`src/rtl/counter_checker_pkg.sv`:
```
// Shared types and helpers for the counter_checker monitor: state encoding,
// the reference next-count rule and saturating increment.
package count_chk_pkg;

    typedef enum logic [1:0] {IDLE, SYNC, CHECK, HALT} chk_state_e;

    localparam int unsigned MAX_W = 32;

    function automatic logic [MAX_W-1:0] width_mask(input int unsigned width);
        if (width >= MAX_W)
            return '1;
        return (32'd1 << width) - 32'd1;
    endfunction

    // Helpers work on 32-bit zero-extended values; callers size-cast the result.
    function automatic logic [MAX_W-1:0] ref_next(
        input logic [MAX_W-1:0] exp,
        input logic             rst_n,
        input logic             load_n,
        input logic             ce,
        input logic             up_down,
        input logic [MAX_W-1:0] data_load,
        input int unsigned      width = MAX_W
    );
        logic [MAX_W-1:0] mask;
        mask = width_mask(width);
        if (!rst_n)
            return '0;
        if (!load_n)
            return data_load & mask;
        if (ce)
            return up_down ? ((exp + 32'd1) & mask) : ((exp - 32'd1) & mask);
        return exp & mask;
    endfunction

    function automatic logic [MAX_W-1:0] sat_inc(
        input logic [MAX_W-1:0] value,
        input int unsigned      width
    );
        logic [MAX_W-1:0] mask;
        mask = width_mask(width);
        if ((value & mask) == mask)
            return mask;
        return (value + 32'd1) & mask;
    endfunction

endpackage

```
`src/rtl/counter_checker_sat_counter.sv`:
```
// Saturating event tally: counts inc pulses, sticks at all-ones.
module sat_counter
    import count_chk_pkg::*;
#(
    parameter int unsigned CNT_W = 16
) (
    input  logic             clk,
    input  logic             rst,
    input  logic             inc,
    output logic [CNT_W-1:0] count
);

    always_ff @(posedge clk) begin
        if (rst)
            count <= '0;
        else if (inc)
            count <= CNT_W'(sat_inc(32'(count), CNT_W));
    end

endmodule

```
`config.mk`:
```
export PLATFORM = sky130hd
export DESIGN_NAME = sat_counter
export DESIGN_NICKNAME = d
export VERILOG_FILES = /design/src/rtl/counter_checker_pkg.sv /design/src/rtl/counter_checker_sat_counter.sv
export SDC_FILE = /design/constraint.sdc
export NUM_CORES = 1
export LEC_CHECK = 0
export ABC_AREA = 0
export BUFFER_PORTS_ARGS = -buffer_cell sky130_fd_sc_hd__buf_4
export CAP_MARGIN = 15
export CORE_UTILIZATION = 54
export DETAILED_ROUTE_END_ITERATION = 8
export GPL_TIMING_DRIVEN = 1
export PLACE_DENSITY = 0.78
export SYNTH_ARGS = -nofsm -noshare
export SYNTH_HDL_FRONTEND = slang
export SYNTH_SLANG_ARGS = --single-unit
```
`constraint.sdc`:
```
create_clock -name clk -period 4.7 [get_ports clk]
set_clock_uncertainty 0.05 [all_clocks]
set_input_delay 0.235 -clock clk [delete_from_list [all_inputs] [get_ports clk]]
set_output_delay 0.235 -clock clk [all_outputs]
set_load 0.01 [all_outputs]
```
==> results.ini <==
[clocking]
root_buffer = clkbuf_4
htreeDepth = 1
cts_max_path_buffers = 2
worstSkewPairLatency_ns = 0.28
clk_pin_slew_ns = 0.09
cts_tree = done
cts_repair_resize_count = 0
cts-buffers-inserted = 3
cts_sinks = 16
holdBufCountCts = 0
post_cts_buffers = 0

[cells_and_area]
final_area_um2 = 942
largest_register = count
fill_cells = 112
final_cells = 116
drive_gt1_share_pct = 24.8
areaGrowthSynthToFinish_pct = 18.8
antennaDiodeCount = 0
nNetsFinal = 107
largest_reg_flops = 16
top_regs = count: 16 flops

[sta]
rsz0062_at_grt = no
fin_crit_sh_pct = 39.5
max_clock_freq_ghz = 0.539
fin_crit_ns = 1.86
drv_slew = 0
relSlewSlack_pct = 70.3
setup_violations = 0
hold_viol = 0
fin_setup_tns_ns = 0
tightest_slew_ns = 0.442

[yosys]
synth_most_common_cell = dfxtp_1
synthTopCellsByArea = dfxtp_1 (40%), xnor2_1 (8.8%), a21oi_1 (8.2%), xor2_1 (4.4%), a2111oi_4 (3.5%)
synth_ff_type = dfxtp_1
synth_top_cell_by_area = dfxtp_1
async_reset_ff_share_pct = 0
syn_nets = 88
synth_edf_count = 0
synth_top_cell_area_share_pct = 40.4
syn_area_um2 = 793
ys_seq_area_share_pct = 40.4
netlist_top_cells_count = dfxtp_1 (16), a21oi_1 (13), xnor2_1 (8), nand2_1 (7), nor2_1 (5)
syn_inst = 84
avgSynthCellArea_um2 = 9.44
ys_types = 27
ys_seq_elements = 16
yosys_warnings = 0

[worst_setup_path]
critPathLaunch = count[0]
crit_arrival_ns = 2.02
r2r_start = count[0]
cp_slowest_cell = dfxtp_1
startpoint_type = flip-flop
cp_cell_sequence = ha_1 -> nand3_1 -> nor3_4 -> nand2_1 -> a21oi_1
r2r_cells = 5
r2r-end = count[2]
cp-endpoint = count[2]
cp-end-kind = flip-flop
critical_path_required_ns = 4.87
slowest_delay_ns = 0.45
reg2reg_slack_ns = 2.84
crit_path_max_fanout = 13
path_class = flip-flop to flip-flop

[place]
place.port_buffers = 18
dp_hpwl_um = 1080
dpl-instance-area_um2 = 920
placedCellCount = 113
routabilityCongestion = 0.781

[power]
p_per_area_nw_per_um2 = 238
p_leak_uw = 0.000333
ir_worst_vdd_v = 0.000153

[route]
routedWlPerCell_um = 13.6
drc = 0
detail-route-antenna-nets = 0
viasPerCell = 5.98
vias = 694
dr.pass1.iters = 4
wl_um = 1580
drt_iter0_markers = 27

[flow_run]
drv_cap = 0

[global_route]
track_usage_pct = 22.1
gr-total-overflow = 0
grt_pass1_vias = 525
grt_pass1_wl_um = 2360
antenna_found_initial = 0
grt_max_degree = 17

[floorplan]
coreArea_um2 = 1330
fp.dieH_um = 40.3
io-pin-count = 19
dieArea_um2 = 1630
rows = 13
die_w_um = 40.3
initial_core_util_pct = 59.5

[hold_path]
hold_class = input pin to flip-flop

[status]
status = complete, no violations

## per-layer routing
metal	part of all wire (%)	GRT usage, %
met1	48	32.3
met5	0	0
met4	1.6	12.5
met2	42	30.2
met3	7.9	3.33
## placed cells by master, fill, tap and decap left out, types with 2 or more instances in the layout
cell,count
xor2_1,4
nor2_1,5
a21oi_1,13
nor4_1,3
nand4_1,4
a211oi_1,2
nand2_1,7
xnor2_1,8
nand3_1,4
nor3_1,2
dfxtp_1,16
buf_4,18
clkbuf_4,3
## kinds of logic after synthesis
group,Yosys count,synth area share (%)
buffers and inverters,5,3.94
xor gates and xnor gates,12,13.2
AOI/OAI and AO/OA,19,16.6
muxes,1,1.26
DFF,16,40.4
adders and majority gates,1,1.58
and+or+nand+nor,30,23.0
## cell type report
type | instances | area [um2] | area share [%]
clock buffer | 3 | 22.5 | 2.39
inverter | 1 | 3.75 | 0.398
multi-input combinational | 63 | 442 | 46.9
sequential | 16 | 320 | 34.0
tap | 15 | 18.8 | 1.99
timing repair buffer | 18 | 135 | 14.3
## critical path: cells and delay by family (launching register included)
family	cells	cell delay [ns]
compound gates	1	0.23
simple gates	3	0.79
fa+ha+maj	1	0.26
flops	1	0.45
## power by group
part | total (uW) | switching, uW | internal [uW]
Sequential | 140 | 3.14 | 137
Clock | 70.7 | 40.9 | 29.8
Combinational | 12.8 | 6.63 | 6.18
## stage by stage
step	worst slack, ns	util (%)	hold WS, ns	power, uW
floorplan	3.01	-	0.489	152
global placement	2.98	68.9	0.459	156
detailed placement	2.91	68.9	0.466	156
CTS	2.87	70.6	0.185	225
global route	2.68	70.6	0.197	231
finish	2.84	70.6	0.188	224
## worst min-delay path by stage
stage                     startpoint        end  slack (ns)  depth (start not counted)
after floorplan            count[12]  count[12]        0.49                          1
after global placement     count[15]  count[15]        0.46                          1
after detailed placement   count[15]  count[15]        0.47                          1
after CTS                        rst   count[0]        0.18                          2
after global routing             rst   count[5]        0.20                          2
final                            rst  count[10]        0.19                          2
Note: power is estimated with default switching activity, not from simulation.
